File: config.mk
export PLATFORM = sky130hd
export DESIGN_NAME = pinaipple_bus_xbar
export DESIGN_NICKNAME = d
export VERILOG_FILES = /design/src/rtl/pinaipple_bus_pkg.sv /design/src/rtl/pinaipple_id_fifo.sv /design/src/rtl/pinaipple_bus_xbar.sv
export SDC_FILE = /design/constraint.sdc
export NUM_CORES = 1
export LEC_CHECK = 0
export ABC_AREA = 1
export BUFFER_PORTS_ARGS = -buffer_cell sky130_fd_sc_hd__buf_4
export CAP_MARGIN = 25
export CELL_PAD_IN_SITES_DETAIL_PLACEMENT = 2
export CELL_PAD_IN_SITES_GLOBAL_PLACEMENT = 2
export CORE_AREA = 2 2 331 333
export DETAILED_ROUTE_END_ITERATION = 8
export DIE_AREA = 0 0 333 335
export PLACE_DENSITY = 0.51
export SLEW_MARGIN = 15
export SYNTH_ARGS = -nofsm -noshare
export SYNTH_HDL_FRONTEND = slang
export SYNTH_HIERARCHICAL = 1
export SYNTH_SLANG_ARGS = --single-unit
File: constraint.sdc
create_clock -name clk_sys_in -period 4.6 [get_ports clk_sys_in]
set_input_delay 0.92 -clock clk_sys_in [delete_from_list [all_inputs] [get_ports clk_sys_in]]
set_output_delay 0.92 -clock clk_sys_in [all_outputs]
set_load 0.01 [all_outputs]
File: src/rtl/pinaipple_bus_pkg.sv
// Shared definitions for the PinAIpple peripheral/data bus.
//   - bus_device_e : device port indices (Ram .. SimCtrl)
//   - bus_host_e   : host port indices
//   - *_START/*_SIZE/*_MASK : address regions; a region matches when
//     (addr & MASK) == START
//   - DEV_BASE / DEV_MASK : region tables indexed by bus_device_e
package pinaipple_bus_pkg;

  localparam int unsigned NUM_DEVICES = 6;
  localparam int unsigned NUM_HOSTS   = 2;

  typedef enum int unsigned {
    Ram     = 0,
    Gpio    = 1,
    Uart    = 2,
    Timer   = 3,
    Fraise  = 4,
    SimCtrl = 5
  } bus_device_e;

  typedef enum int unsigned {
    HostCore = 0,
    HostDbg  = 1
  } bus_host_e;

  localparam logic [31:0] RAM_START     = 32'h0010_0000;
  localparam logic [31:0] RAM_SIZE      = 32'h0010_0000;
  localparam logic [31:0] RAM_MASK      = ~(RAM_SIZE - 32'd1);

  localparam logic [31:0] GPIO_START    = 32'h8000_0000;
  localparam logic [31:0] GPIO_SIZE     = 32'h0000_1000;
  localparam logic [31:0] GPIO_MASK     = ~(GPIO_SIZE - 32'd1);

  localparam logic [31:0] UART_START    = 32'h8000_1000;
  localparam logic [31:0] UART_SIZE     = 32'h0000_1000;
  localparam logic [31:0] UART_MASK     = ~(UART_SIZE - 32'd1);

  localparam logic [31:0] TIMER_START   = 32'h8000_2000;
  localparam logic [31:0] TIMER_SIZE    = 32'h0000_1000;
  localparam logic [31:0] TIMER_MASK    = ~(TIMER_SIZE - 32'd1);

  localparam logic [31:0] FRAISE_START  = 32'h8000_3000;
  localparam logic [31:0] FRAISE_SIZE   = 32'h0000_1000;
  localparam logic [31:0] FRAISE_MASK   = ~(FRAISE_SIZE - 32'd1);

  localparam logic [31:0] SIMCTRL_START = 32'h0002_0000;
  localparam logic [31:0] SIMCTRL_SIZE  = 32'h0000_0400;
  localparam logic [31:0] SIMCTRL_MASK  = ~(SIMCTRL_SIZE - 32'd1);

  // Element [0] is Ram, element [5] is SimCtrl.
  localparam logic [NUM_DEVICES-1:0][31:0] DEV_BASE = {
    SIMCTRL_START, FRAISE_START, TIMER_START, UART_START, GPIO_START, RAM_START
  };
  localparam logic [NUM_DEVICES-1:0][31:0] DEV_MASK = {
    SIMCTRL_MASK, FRAISE_MASK, TIMER_MASK, UART_MASK, GPIO_MASK, RAM_MASK
  };

endpackage

File: src/rtl/pinaipple_id_fifo.sv
// Small FIFO of host IDs, one per crossbar target, remembering which host
// owns each outstanding request so responses can be routed in order.
// Ports:
//   clk_sys_in / rst_sys_in : clock, async active-low reset
//   push_i, data_i          : enqueue a host ID
//   pop_i                   : dequeue the head (ignored when empty)
//   data_o                  : head entry
//   full_o, empty_o         : occupancy flags
// A push while full is accepted only when a pop happens in the same cycle.
module pinaipple_id_fifo #(
  parameter int unsigned Depth = 2,
  parameter int unsigned Width = 1
) (
  input  logic             clk_sys_in,
  input  logic             rst_sys_in,
  input  logic             push_i,
  input  logic [Width-1:0] data_i,
  input  logic             pop_i,
  output logic [Width-1:0] data_o,
  output logic             full_o,
  output logic             empty_o
);

  localparam int unsigned PtrW = (Depth > 1) ? $clog2(Depth) : 1;
  localparam int unsigned CntW = $clog2(Depth + 1);

  logic [Width-1:0] mem_q [Depth];
  logic [PtrW-1:0]  wptr_q, wptr_d;
  logic [PtrW-1:0]  rptr_q, rptr_d;
  logic [CntW-1:0]  cnt_q, cnt_d;
  logic             do_push, do_pop;

  function automatic logic [PtrW-1:0] ptr_inc(input logic [PtrW-1:0] p);
    return (p == PtrW'(Depth - 1)) ? '0 : p + PtrW'(1);
  endfunction

  assign empty_o = (cnt_q == '0);
  assign full_o  = (cnt_q == CntW'(Depth));
  assign data_o  = mem_q[rptr_q];
  assign do_pop  = pop_i && !empty_o;
  assign do_push = push_i && (!full_o || do_pop);

  always_comb begin
    wptr_d = wptr_q;
    rptr_d = rptr_q;
    cnt_d  = cnt_q;
    if (do_push) wptr_d = ptr_inc(wptr_q);
    if (do_pop)  rptr_d = ptr_inc(rptr_q);
    if (do_push && !do_pop)      cnt_d = cnt_q + CntW'(1);
    else if (!do_push && do_pop) cnt_d = cnt_q - CntW'(1);
  end

  always_ff @(posedge clk_sys_in or negedge rst_sys_in) begin
    if (!rst_sys_in) begin
      wptr_q <= '0;
      rptr_q <= '0;
      cnt_q  <= '0;
      for (int i = 0; i < int'(Depth); i++) mem_q[i] <= '0;
    end else begin
      wptr_q <= wptr_d;
      rptr_q <= rptr_d;
      cnt_q  <= cnt_d;
      if (do_push) mem_q[wptr_q] <= data_i;
    end
  end

endmodule

File: src/rtl/pinaipple_bus_xbar.sv
// N-host x M-device crossbar for the PinAIpple bus.
// Ports:
//   clk_sys_in / rst_sys_in           : clock, async active-low reset
//   host_req/gnt/addr/we/be/wdata     : host request channel
//   host_rvalid/rdata/err             : host response channel
//   dev_req/gnt/addr/we/be/wdata      : device request channel (winner's fields)
//   dev_rvalid/rdata/err              : device response channel
//
// Handshake: a request is transferred in the cycle where req and gnt are both
// high; req is held with stable fields until gnt. Every transferred request
// gets exactly one rvalid pulse at least one cycle later, in order per target.
// Writes are answered with rvalid too (rdata meaningless).
//
// Target index NumDevices is the internal error responder for unmapped
// addresses: it grants immediately and answers one cycle later with err=1.
// Each target keeps a FIFO of host IDs; a host may only have requests open to
// one target at a time, so responses can never reach a host out of order.
module pinaipple_bus_xbar
  import pinaipple_bus_pkg::*;
#(
  parameter int unsigned NumHosts       = 2,
  parameter int unsigned NumDevices     = 6,
  parameter int unsigned DataWidth      = 32,
  parameter int unsigned MaxOutstanding = 2,
  parameter logic [NumDevices-1:0][DataWidth-1:0] DevBase = DEV_BASE,
  parameter logic [NumDevices-1:0][DataWidth-1:0] DevMask = DEV_MASK
) (
  input  logic                                   clk_sys_in,
  input  logic                                   rst_sys_in,
  input  logic [NumHosts-1:0]                    host_req_i,
  output logic [NumHosts-1:0]                    host_gnt_o,
  input  logic [NumHosts-1:0][DataWidth-1:0]     host_addr_i,
  input  logic [NumHosts-1:0]                    host_we_i,
  input  logic [NumHosts-1:0][DataWidth/8-1:0]   host_be_i,
  input  logic [NumHosts-1:0][DataWidth-1:0]     host_wdata_i,
  output logic [NumHosts-1:0]                    host_rvalid_o,
  output logic [NumHosts-1:0][DataWidth-1:0]     host_rdata_o,
  output logic [NumHosts-1:0]                    host_err_o,
  output logic [NumDevices-1:0]                  dev_req_o,
  input  logic [NumDevices-1:0]                  dev_gnt_i,
  output logic [NumDevices-1:0][DataWidth-1:0]   dev_addr_o,
  output logic [NumDevices-1:0]                  dev_we_o,
  output logic [NumDevices-1:0][DataWidth/8-1:0] dev_be_o,
  output logic [NumDevices-1:0][DataWidth-1:0]   dev_wdata_o,
  input  logic [NumDevices-1:0]                  dev_rvalid_i,
  input  logic [NumDevices-1:0][DataWidth-1:0]   dev_rdata_i,
  input  logic [NumDevices-1:0]                  dev_err_i
);

  localparam int NH     = int'(NumHosts);
  localparam int ND     = int'(NumDevices);
  localparam int NT     = ND + 1;          // devices plus error responder
  localparam int ErrIdx = ND;
  localparam int TW     = $clog2(NT);
  localparam int HW     = (NH > 1) ? $clog2(NH) : 1;
  localparam int CW     = $clog2(MaxOutstanding + 1);

  // Host-side state
  logic [NH-1:0][TW-1:0] tgt;
  logic [NH-1:0][CW-1:0] cnt_q, cnt_d;
  logic [NH-1:0][TW-1:0] last_q, last_d;
  logic [NH-1:0]         elig;
  logic [NH-1:0]         host_gnt;
  logic [NH-1:0]         host_rsp;
  logic [NH-1:0]         rsp_dbl;

  // Target-side state (index ErrIdx = error responder)
  logic [NT-1:0][HW-1:0]        ptr_q, ptr_d;
  logic [NT-1:0]                win_valid;
  logic [NT-1:0][HW-1:0]        win_id;
  logic [NT-1:0]                t_gnt, t_rv_raw, t_err, t_pop, t_grant;
  logic [NT-1:0][DataWidth-1:0] t_rdata;
  logic [NT-1:0]                fifo_full, fifo_empty;
  logic [NT-1:0][HW-1:0]        fifo_head;
  logic                         err_rvalid_q, err_rvalid_d;

  function automatic int rr_idx(input int p, input int i);
    return (p + i) % NH;
  endfunction

  // Address decode: lowest-indexed matching region wins.
  always_comb begin
    tgt = '0;
    for (int h = 0; h < NH; h++) begin
      tgt[h] = TW'(ErrIdx);
      for (int d = ND - 1; d >= 0; d--) begin
        if ((host_addr_i[h] & DevMask[d]) == DevBase[d]) tgt[h] = TW'(d);
      end
    end
  end

  // Uniform view of every target, the error responder included.
  always_comb begin
    t_gnt    = '0;
    t_rv_raw = '0;
    t_err    = '0;
    t_rdata  = '0;
    for (int d = 0; d < ND; d++) begin
      t_gnt[d]    = dev_gnt_i[d];
      t_rv_raw[d] = dev_rvalid_i[d];
      t_err[d]    = dev_err_i[d];
      t_rdata[d]  = dev_rdata_i[d];
    end
    t_gnt[ErrIdx]    = 1'b1;
    t_rv_raw[ErrIdx] = err_rvalid_q;
    t_err[ErrIdx]    = 1'b1;
    t_rdata[ErrIdx]  = '0;
  end

  // A response with an empty ID FIFO has no owner and is dropped.
  assign t_pop   = t_rv_raw & ~fifo_empty;
  assign t_grant = win_valid & t_gnt;

  // Response routing, same cycle as the device rvalid.
  always_comb begin
    host_rsp     = '0;
    rsp_dbl      = '0;
    host_rdata_o = '0;
    host_err_o   = '0;
    for (int d = 0; d < NT; d++) begin
      for (int h = 0; h < NH; h++) begin
        if (t_pop[d] && fifo_head[d] == HW'(h)) begin
          if (host_rsp[h]) rsp_dbl[h] = 1'b1;
          host_rsp[h]     = 1'b1;
          host_rdata_o[h] = t_rdata[d];
          host_err_o[h]   = t_err[d];
        end
      end
    end
  end
  assign host_rvalid_o = host_rsp;

  // Eligibility. A response arriving this cycle frees its slot (both in the
  // host count and in the target FIFO) so a waiting request can go at once.
  always_comb begin
    elig = '0;
    for (int h = 0; h < NH; h++) begin
      logic cnt_ok, eff_zero, fifo_ok;
      cnt_ok   = (cnt_q[h] < CW'(MaxOutstanding)) || host_rsp[h];
      eff_zero = (cnt_q[h] == '0) || (cnt_q[h] == CW'(1) && host_rsp[h]);
      fifo_ok  = !fifo_full[tgt[h]] || t_pop[tgt[h]];
      elig[h]  = host_req_i[h] && cnt_ok && fifo_ok &&
                 (eff_zero || last_q[h] == tgt[h]);
    end
  end

  // Round-robin per target; descending scan so the host closest to the
  // pointer is the last (winning) assignment.
  always_comb begin
    win_valid = '0;
    win_id    = '0;
    for (int d = 0; d < NT; d++) begin
      for (int i = NH - 1; i >= 0; i--) begin
        if (elig[rr_idx(int'(ptr_q[d]), i)] &&
            tgt[rr_idx(int'(ptr_q[d]), i)] == TW'(d)) begin
          win_valid[d] = 1'b1;
          win_id[d]    = HW'(rr_idx(int'(ptr_q[d]), i));
        end
      end
    end
  end

  // Forward the winner's fields to each real device.
  always_comb begin
    dev_req_o   = '0;
    dev_addr_o  = '0;
    dev_we_o    = '0;
    dev_be_o    = '0;
    dev_wdata_o = '0;
    for (int d = 0; d < ND; d++) begin
      if (win_valid[d]) begin
        dev_req_o[d]   = 1'b1;
        dev_addr_o[d]  = host_addr_i[win_id[d]];
        dev_we_o[d]    = host_we_i[win_id[d]];
        dev_be_o[d]    = host_be_i[win_id[d]];
        dev_wdata_o[d] = host_wdata_i[win_id[d]];
      end
    end
  end

  always_comb begin
    host_gnt = '0;
    for (int d = 0; d < NT; d++) begin
      for (int h = 0; h < NH; h++) begin
        if (t_grant[d] && win_id[d] == HW'(h)) host_gnt[h] = 1'b1;
      end
    end
  end
  assign host_gnt_o = host_gnt;

  // Next state: outstanding counts, last target, RR pointers, error responder.
  always_comb begin
    cnt_d        = cnt_q;
    last_d       = last_q;
    ptr_d        = ptr_q;
    err_rvalid_d = t_grant[ErrIdx];
    for (int h = 0; h < NH; h++) begin
      if (host_gnt[h]) last_d[h] = tgt[h];
      if (host_gnt[h] && !host_rsp[h]) begin
        cnt_d[h] = cnt_q[h] + CW'(1);
      end else if (!host_gnt[h] && host_rsp[h] && cnt_q[h] != '0) begin
        cnt_d[h] = cnt_q[h] - CW'(1);
      end
    end
    for (int d = 0; d < NT; d++) begin
      if (t_grant[d]) begin
        ptr_d[d] = (win_id[d] == HW'(NH - 1)) ? '0 : win_id[d] + HW'(1);
      end
    end
  end

  always_ff @(posedge clk_sys_in or negedge rst_sys_in) begin
    if (!rst_sys_in) begin
      cnt_q        <= '0;
      last_q       <= '0;
      ptr_q        <= '0;
      err_rvalid_q <= 1'b0;
    end else begin
      cnt_q        <= cnt_d;
      last_q       <= last_d;
      ptr_q        <= ptr_d;
      err_rvalid_q <= err_rvalid_d;
    end
  end

  for (genvar d = 0; d < NT; d++) begin : g_fifo
    pinaipple_id_fifo #(
      .Depth(MaxOutstanding),
      .Width(HW)
    ) u_id_fifo (
      .clk_sys_in(clk_sys_in),
      .rst_sys_in(rst_sys_in),
      .push_i    (t_grant[d]),
      .data_i    (win_id[d]),
      .pop_i     (t_pop[d]),
      .data_o    (fifo_head[d]),
      .full_o    (fifo_full[d]),
      .empty_o   (fifo_empty[d])
    );
  end

`ifndef SYNTHESIS
  logic spurious_rvalid;
  assign spurious_rvalid = |(t_rv_raw[ND-1:0] & fifo_empty[ND-1:0]);

  // A device answered with nothing outstanding.
  assert property (@(posedge clk_sys_in) disable iff (!rst_sys_in)
                   !spurious_rvalid);
  // Two targets answered the same host in one cycle.
  assert property (@(posedge clk_sys_in) disable iff (!rst_sys_in)
                   rsp_dbl == '0);
`endif

endmodule

* Yosys cells after proc, flatten, opt, wreduce, memory -nomap -nowiden
Index checks and enable logic that the tools add are counted.
** Word-level totals
- Output and inout bits :: 490
- Flip-flop bits (word level) :: 60
- Word-level logic and storage cells :: 706
** Cells by class
- Magnitude comparators :: 45
- Reductions and logical operators :: 162
- Equal/unequal tests :: 35
- Bitwise operators :: 38
- Add/sub/neg operators :: 46
- Multiplexer cells :: 333
** Operators by type and width (count)
- $mux 32 :: 50
- $mux 1 :: 182
- $eq 20x20->1 const B :: 8
- $mux 3 :: 43
- $logic_and 1x1->1 :: 91
- $mux 4 :: 18
- $eq 22x8->1 const B :: 2
- $mux 2 :: 22
- $logic_not 1->1 :: 34
- $add 1x1->1 const B :: 28
- $ge 2x2->1 const B :: 14
- $not 1->2 :: 14
- $lt 1x2->1 const B :: 13
- $eq 12x1->1 const B :: 2
- $reduce_bool 2->1 :: 11
- $lt 2x3->1 const B :: 7
- $add 2x1->2 const B :: 9
- $eq 3x3->1 const B :: 6
- $logic_not 2->1 :: 9
- $sub 2x1->2 const B :: 9
- $logic_or 1x1->1 :: 15
- $and 7x7->7 :: 2
- $bwmux 2 :: 7
- $eq 2x2->1 const B :: 7
- 13 further kinds :: 56

* Depth between registers and ports, before layout
Gate-level depths: netlist of the first run.
- Word-level depth :: 37
- Mapped depth :: 27
- Gate-level depth less buffers :: 27

* By module
Netlist of the first run, hierarchy kept.
** Modules (own cells, without submodules)
- pinaipple_bus_xbar :: instances 1, cells each 1939, area each 10311.1 um^2
- pinaipple_id_fifo :: instances 7, cells each 41, area each 327.8 um^2

* Worst setup path after synthesis of the first run
OpenSTA, ideal clock, no wires.
- Path type :: input-to-output
- Start :: in dev_rvalid_i[0]
- End :: out dev_addr_o[100] (netlist name)
- Arrival :: 3153 ps
- Slack :: 527 ps
- Stages :: 15
- Buffers on the path :: 2
- Cell sequence :: inv_1 or2_1 buf_2 nor2_2 nor3_1 nand3_1 a21oi_1 a21oi_4 nand4_2 nand2_1 nand2_2 nand2_2 clkbuf_1 o21ai_0 a21oi_1
** RTL lines
- start: declaration :: line pinaipple_bus_xbar.sv:45 : input logic [NumDevices-1:0] dev_rvalid_i,
- end: declaration :: line pinaipple_bus_xbar.sv:41 : output logic [NumDevices-1:0][DataWidth-1:0] dev_addr_o,

* Worst setup path after layout of the first run
- Start :: in host_addr_i[54] (netlist name)
- End :: out host_gnt_o[0]
** On the way
- Word-level cells in the longest chain between the ends :: 28
** Ends and longest elaborated chain
- start: declaration :: line pinaipple_bus_xbar.sv:32 : input logic [NumHosts-1:0][DataWidth-1:0] host_addr_i,
- $eq 22x8->1 :: line pinaipple_bus_xbar.sv:87 : if ((host_addr_i[h] & DevMask[d]) == DevBase[d]) tgt[h] = TW'(d);
- $mux 2 (2 in series) :: line pinaipple_bus_xbar.sv:87
- $mux 3 (3 in series) :: line pinaipple_bus_xbar.sv:87
- $mux 3 * :: line pinaipple_bus_xbar.sv:87
- $bmux 1 s3 :: line pinaipple_bus_xbar.sv:141 : fifo_ok = !fifo_full[tgt[h]] || t_pop[tgt[h]];
- $mux 1 (not written as such) :: line pinaipple_bus_xbar.sv:141
- $logic_not 1->1 :: line pinaipple_bus_xbar.sv:141
- $logic_or 1x1->1 :: line pinaipple_bus_xbar.sv:141
- $logic_and 1x1->1 (2 in series) :: line pinaipple_bus_xbar.sv:142 : elig[h] = host_req_i[h] && cnt_ok && fifo_ok &&
- $mux 1 (not written as such) (3 in series) :: line pinaipple_bus_xbar.sv:154 : if (elig[rr_idx(int'(ptr_q[d]), i)] &&
- $logic_and 1x1->1 :: line pinaipple_bus_xbar.sv:154
- $mux 1 (2 in series) :: line pinaipple_bus_xbar.sv:154
- $and 7x7->7 / $not 1->1 (equally long branches) :: line pinaipple_bus_xbar.sv:112, pinaipple_bus_xbar.sv:185
- $logic_and 1x1->1 :: line pinaipple_bus_xbar.sv:185 : if (t_grant[d] && win_id[d] == HW'(h)) host_gnt[h] = 1'b1;
- $mux 1 (6 in series) :: line pinaipple_bus_xbar.sv:185
- $mux 1 * :: line pinaipple_bus_xbar.sv:185
- end: declaration :: line pinaipple_bus_xbar.sv:31 : output logic [NumHosts-1:0] host_gnt_o,
Every way passes the cells marked *; elsewhere a longest branch is shown, timed or not. The select of a mux whose other input is x is not followed.

==> summary.txt, run 1 <==
Status
  • Outcome: complete, but fails checks
  • Violated checks: negative setup slack

CTS
  • Clock Latency Late Sink: roughly 0.35 ns
  • CTS tree: built
  • CTS buffer count: 9
  • H-tree depth: 3
  • Reg clk slew, reported paths: 0.06 ns
  • Clk sinks: 60
  • CTS root buf: clkbuf_16
  • CTS Buffer Depth: 2

Yosys
  • Synthesized flop and latch total: 60
  • Top cell type's share of synthesized area: approximately a fifth
  • Post-synth cell types: 53
  • Synthesized area: 12,600 um2
  • Post-synthesis sequential area ratio: 11.9%
  • Leading register cell type out of synthesis: dfrtp_1
  • Post-synth ARST share: 100%
  • Synth top area cells: a21oi_1 19%, o21ai_0 15%, dfrtp_1 12%
  • Area leader, netlist: a21oi_1
  • EDFF count, synth: 0
  • Mapped Cells: approximately 2,200
  • Mapped Avg Cell Area: around 5.7 um2
  • YS warnings: 6

GRT
  • First-pass GRT wire length: 155,000 um
  • GRT Util Overall: a little under a fifth
  • Largest net degree at the start of global routing: 66
  • Initial antenna violation count: 24
  • Vias in the first global route: around 21,000
  • GRT overflow: 0

STA
  • Max-slew headroom: about 43%
  • Final-report hold violation count: 0
  • Least-Margin Pin Slew: around 0.86 ns
  • RSZ-0062 raised after global routing: true
  • Max Clk Rate: between 200 and 250 MHz
  • Tmin final: 4.70 ns
  • Clk_skew: 0.0117 ns
  • Setup violators final: between 100 and 150
  • Worst hold slack: 0.475 ns
  • Tcrit/Tclk final: 102%
  • PnR worst setup slack: -0.0973 ns
  • Setup TNS: -4.47 ns
  • Max Slew Vio Count: 0

Drt
  • # DRC: 0
  • Post-route ant nets: 0
  • Drt first pass iters: 5
  • Routed len/inst: between 20 and 30 um
  • Vias/cell: 4.46
  • Via Count: ~21,000
  • Drt total wl: between 100,000 and 150,000 um
  • DRT iter0 DRCs: roughly 930

Final layout
  • Finished Core Util: a little under a quarter
  • Share of cells above drive strength 1: a little under half
  • Layout Nets: 3,556
  • Synth-to-Final Area Change: 102%
  • Non-filler instance count after layout: roughly 4,600

Job
  • Max Cap Viol: 0

Worst setup path
  • Worst path most repeated cell: buf_6
  • CP top delay family: simple AND/OR/NAND/NOR gates
  • Slowest stage cell, crit path: a21oi_4
  • Critical path buffers and inverters: 8
  • Crit-path max cell delay: between 0.2 and 0.3 ns
  • Crit path DAT: between 3 and 4 ns
  • Crit. End Element: output pin
  • Startpoint class of the critical path: input port
  • Kind of critical path: in2out
  • Worst path cell trace: buf_6 > nor2_4 > nand2_4 > nor2_8 > buf_6 > nand3_4 > nand2_4 > buf_6 > nor3_2 > nor2_2 > nand3_4 > a21oi_4 > buf_12 > nand4_1 > buf_4 > buf_4 > o211ai_1 > nand2_1 > nor2_2 > buf_6 > nand2_4 > buf_4
  • Crit path required time: approximately 3.7 ns
  • Crit path max fanout: 5

Floorplanning
  • Die Y: around 340 um
  • # IOs: around 840
  • Core area: ~110,000 um2
  • Initial core utilization: 11.7%
  • # rows: between 100 and 150
  • Die area: between 100,000 and 150,000 um2
  • Die Wd: 333 um

Power
  • Worst VDD drop: roughly 0.16 mV
  • Power per cell area: 122 nW/um2
  • Pwr Total: 3.11 mW
  • Leakage: 12.0 nW

Placement
  • Dpl hpwl: between 80,000 and 90,000 um
  • GP Congestion: roughly 0.85
  • Buffers on Ports: about 740
  • Post-Place Cells: around 4,500

Hold path
  • HP Class: reg2reg
==> cells by family after synthesis <==
family / count (synthesis) / synth area share (%)
flip-flops: 60 / 11.9
adder cells (fa/ha/maj): 11 / 1.09
XOR/XNOR: 14 / 0.973
other: 1 / 0.0297
AND/OR/NAND/NOR: 603 / 23.5
AO/OA/AOI/OAI: 996 / 42.7
buffers and inverters: 541 / 19.8
==> final cells by class <==
type / count / area (um2)
Antenna cell: 16 / 40.0
Clock buffer: 10 / 239
Clock inverter: 6 / 87.6
Fill cell: 12900 / 82600
Inverter: 275 / 1110
Multi-Input combinational cell: 1732 / 10600
Sequential cell: 60 / 1500
Tap cell: 1414 / 1770
Timing Repair Buffer: 1114 / 10200
Timing Repair inverter: 1 / 11.3
==> repair_timing <==
item                       in CTS  in global routing
resized for setup             125                488
buffers inserted               24                 50
cloned                          9                 42
setup endpoints to repair     301                302
pin swaps                      23                 51
hold buffers                    0                  0
==> synthesized netlist by cell type, drive strengths merged, types with 11 or more instances <==
| library cell | number |
|---|---|
| o221ai | 63 |
| nand3 | 146 |
| nor2 | 111 |
| nand4 | 33 |
| a21oi | 493 |
| a31oi | 32 |
| nor3 | 13 |
| inv | 272 |
| dfrtp | 60 |
| buf | 143 |
| nand2 | 287 |
| ha | 11 |
| clkbuf | 123 |
| o21ai | 391 |
==> flip-flops by register name, summed over array words and instances, names as in the netlist <==
name,cells
g_fifo.u_id_fifo/rptr_q,7
cnt_q,4
ptr_q,7
g_fifo.u_id_fifo/mem_q,14
g_fifo.u_id_fifo/cnt_q,14
g_fifo.u_id_fifo/wptr_q,7
err_rvalid_q,1
last_q,6
==> through the flow <==
stage	setup slack [ns]	cell area, um2
floorplan	0.527	13000
global placement	-0.298	21300
detailed placement	-0.256	21300
CTS	-0.0439	22600
global route	-0.228	25500
finish	-0.0973	25500
==> worst min-delay path, cell delays in order (launching register included) <==
cell,delay (ns)
dfrtp_1,0.34
nand2_1,0.05
nand2_1,0.05
==> placed cells by master (no fill, tap or decap), types with 12 or more instances in the layout <==
cell type  count
a21oi_1      397
a21oi_2       85
a31oi_1       32
buf_12        54
buf_4        942
buf_6         63
buf_8         12
clkbuf_16     40
conb_1       104
dfrtp_1       60
diode_2       16
inv_1        233
inv_2         28
nand2_1      222
nand2_2       31
nand2_4       28
nand3_1      108
nand3_2       26
nand3_4       13
nand4_1       30
nor2_1        50
nor2_2        22
nor2_4        37
o21ai_0      261
o21ai_1       52
o21ai_2       66
o21ai_4       12
o221ai_1      63
==> layer usage <==
layer / up-vias / share of wire [%] / GRT usage [%]
li1: 9483 / - / -
met1: 10200 / 39 / 21.0
met5: - / 0.034 / 0
met2: 746 / 51 / 33.8
met3: 159 / 6.8 / 5.10
met4: 6 / 3.9 / 6.75
==> where the power goes <==
group	switching [mW]	internal, mW
logic	1.00	0.690
clock network	0.274	0.489
registers	0.0562	0.600
==> path summary, 6_finish.rpt <==
path / start / endpoint / slack [ns] / cells after the start
worst max-delay path: host_addr_i[54] / host_gnt_o[0] / -0.1 / 22
worst min-delay path: g_fifo[3].u_id_fifo/mem_q[1] / g_fifo[3].u_id_fifo/mem_q[1] / 0.47 / 2
worst max register to register: g_fifo[1].u_id_fifo/cnt_q[0] / cnt_q[0] / 0.92 / 26
worst min register to register: g_fifo[3].u_id_fifo/mem_q[1] / g_fifo[3].u_id_fifo/mem_q[1] / 0.47 / 2
max in group asynchronous: rst_sys_in / g_fifo[3].u_id_fifo/cnt_q[1] / 3.36 / 1
min in group asynchronous: rst_sys_in / g_fifo[0].u_id_fifo/cnt_q[1] / 0.69 / 1
Note: power is estimated with default switching activity, not from simulation.
==> run 2: changes to the inputs <==
==> constraint.sdc (replaced) <==
create_clock -name clk_sys_in -period 4.6 [get_ports clk_sys_in]
set_input_delay 0.92 -clock clk_sys_in [delete_from_list [all_inputs] [get_ports clk_sys_in]]
set_output_delay 0.92 -clock clk_sys_in [all_outputs]
set_load 0.02 [all_outputs]
==> summary.txt, run 2 (synthesis gave the netlist of run 1 again) <==
Status
  • Outcome: complete, but fails checks
  • Violated checks: negative setup slack

STA
  • Final-report hold violation count: 0
  • RSZ-0062 raised after global routing: true
  • Max Slew Vio Count: 0
  • Max Clk Rate: 216 MHz
  • Tmin final: 4.63 ns
  • PnR worst setup slack: -0.0336 ns
  • Setup violators final: 2
  • Worst hold slack: roughly 0.48 ns
  • Tcrit/Tclk final: 101%
  • Least-Margin Pin Slew: between 0.9 and 1 ns
  • Clk_skew: between 0.008 and 0.009 ns
  • Max-slew headroom: 39.8%

Floorplanning
  • Die Wd: approximately 330 um
  • Core area: about 110,000 um2
  • # IOs: 842
  • Die Y: about 340 um
  • # rows: about 120
  • Die area: roughly 110,000 um2
  • Initial core utilization: a little under an eighth

CTS
  • CTS tree: built
  • H-tree depth: 3
  • Hold Buf Count CTS: 0
  • Clk sinks: 60
  • Reg clk slew, reported paths: 0.06 ns
  • CTS root buf: clkbuf_16
  • CTS Buffer Depth: 2
  • Clock Latency Late Sink: 0.34 ns
  • CTS buffer count: 9

Drt
  • DRT iter0 DRCs: between 800 and 900
  • Post-route ant nets: 0
  • Drt total wl: around 120,000 um
  • # DRC: 0
  • Via Count: 20,700
  • Routed len/inst: ~26 um
  • Drt first pass iters: 5
  • Vias/cell: 4.51

GRT
  • Vias in the first global route: around 21,000
  • Initial antenna violation count: 19
  • First-pass GRT wire length: 157,000 um
  • Largest net degree at the start of global routing: 66
  • GRT Util Overall: 19.0%
  • GRT overflow: 0

Job
  • Max Cap Viol: 0

Worst setup path
  • Crit path required time: around 3.7 ns
  • Crit path max fanout: 7
  • Crit path DAT: roughly 3.7 ns
  • Startpoint class of the critical path: input port
  • Kind of critical path: in2out
  • Crit. End Element: output pin

Placement
  • GP Congestion: 0.846
  • Buffers on Ports: about 740
  • Pre-CTS setup slack: -0.468 ns
  • Dpl hpwl: approximately 88,000 um
  • Post-Place Cells: around 4,500

Power
  • Worst VDD drop: around 0.16 mV
  • Power per cell area: 120 nW/um2
  • Leakage: 11.9 nW

Final layout
  • Most frequent cells in the layout: 875 x buf_4, 365 x a21oi_1, 234 x inv_1
  • Layout Nets: between 3,000 and 4,000
  • Share of cells above drive strength 1: about 50%
  • Biggest registers after layout: g_fifo.u_id_fifo/cnt_q: 14 flops, g_fifo.u_id_fifo/mem_q: 14 flops
  • Commonest non-fill, non-tap cell in the layout: buf_4
  • Non-filler instance count after layout: ~4,600
  • Synth-to-Final Area Change: 105%
  • Finished Core Util: a little under a quarter

Hold path
  • HP Class: reg2reg
[run 2: cell type report]
cell class	instances	area [um2]
fillers	12700	82200
well taps	1414	1770
clock inverters	4	47.5
repair inverters	1	8.76
diodes	7	17.5
multi-input cells	1729	11000
clock buffers	12	256
inverters	275	1100
repair buffers	1092	10200
flip-flops and latches	60	1500
[run 2: through the flow]
step / total power [mW] / area, um2 / setup TNS, ns
after floorplan: 1.47 / 13000 / 0
after global placement: 2.17 / 21100 / -31.57
after detailed placement: 2.20 / 21100 / -37.02
after CTS: 3.00 / 22700 / -0.221
after global routing: 3.32 / 25900 / -23.57
final: 3.11 / 25900 / -0.0369
[run 2: what timing repair did]
action                                  4_1_cts  5_1_grt
endpoints found under the setup margin      282      301
gates cloned                                 13       39
resized for setup                           233      572
pin swaps                                    39       92
buffers inserted                             21       45
[run 2: final timing paths]
check	startpoint	to	slack, ns	cells past startpoint
max	host_addr_i[42]	dev_wdata_o[138]	-0.03	22
min	g_fifo[2].u_id_fifo/mem_q[0]	g_fifo[2].u_id_fifo/mem_q[0]	0.48	2
max reg2reg	g_fifo[1].u_id_fifo/cnt_q[0]	cnt_q[0]	0.98	27
min reg2reg	g_fifo[2].u_id_fifo/mem_q[0]	g_fifo[2].u_id_fifo/mem_q[0]	0.48	2
max in group asynchronous	rst_sys_in	cnt_q[2]	3.30	1
min in group asynchronous	rst_sys_in	g_fifo[6].u_id_fifo/mem_q[1]	0.71	1
[run 2: metal layers]
metal | vias up | global-route usage [%] | share of wire, %
met2 | 768 | 35.1 | 51
li1 | 9437 | - | -
met3 | 154 | 4.86 | 6.9
met4 | 4 | 4.69 | 3.3
met1 | 10300 | 21.5 | 39
met5 | - | 0 | 0.020
[run 2: worst max-delay path, cell delays in order]
cell       delay (ns)
buf_4            0.15
nor2_2           0.13
nand3_2          0.11
nor2_1           0.15
nand3_2          0.12
nand2_2          0.10
nor2_1           0.06
buf_4            0.14
nand3_1          0.07
nand2_1          0.05
nand2_1          0.08
nand2_2          0.09
nand2_4          0.11
nand4_1          0.24
inv_2            0.17
nand2_4          0.09
buf_4            0.17
inv_6            0.09
clkbuf_16        0.15
o21ai_0          0.07
a21oi_1          0.24
buf_4            0.20
[run 2: where the power goes]
| part | switching, mW | internal, mW | leakage [nW] |
|---|---|---|---|
| registers | 0.0586 | 0.598 | 0.754 |
| clock network | 0.281 | 0.448 | 0.149 |
| logic | 1.04 | 0.682 | 11.0 |
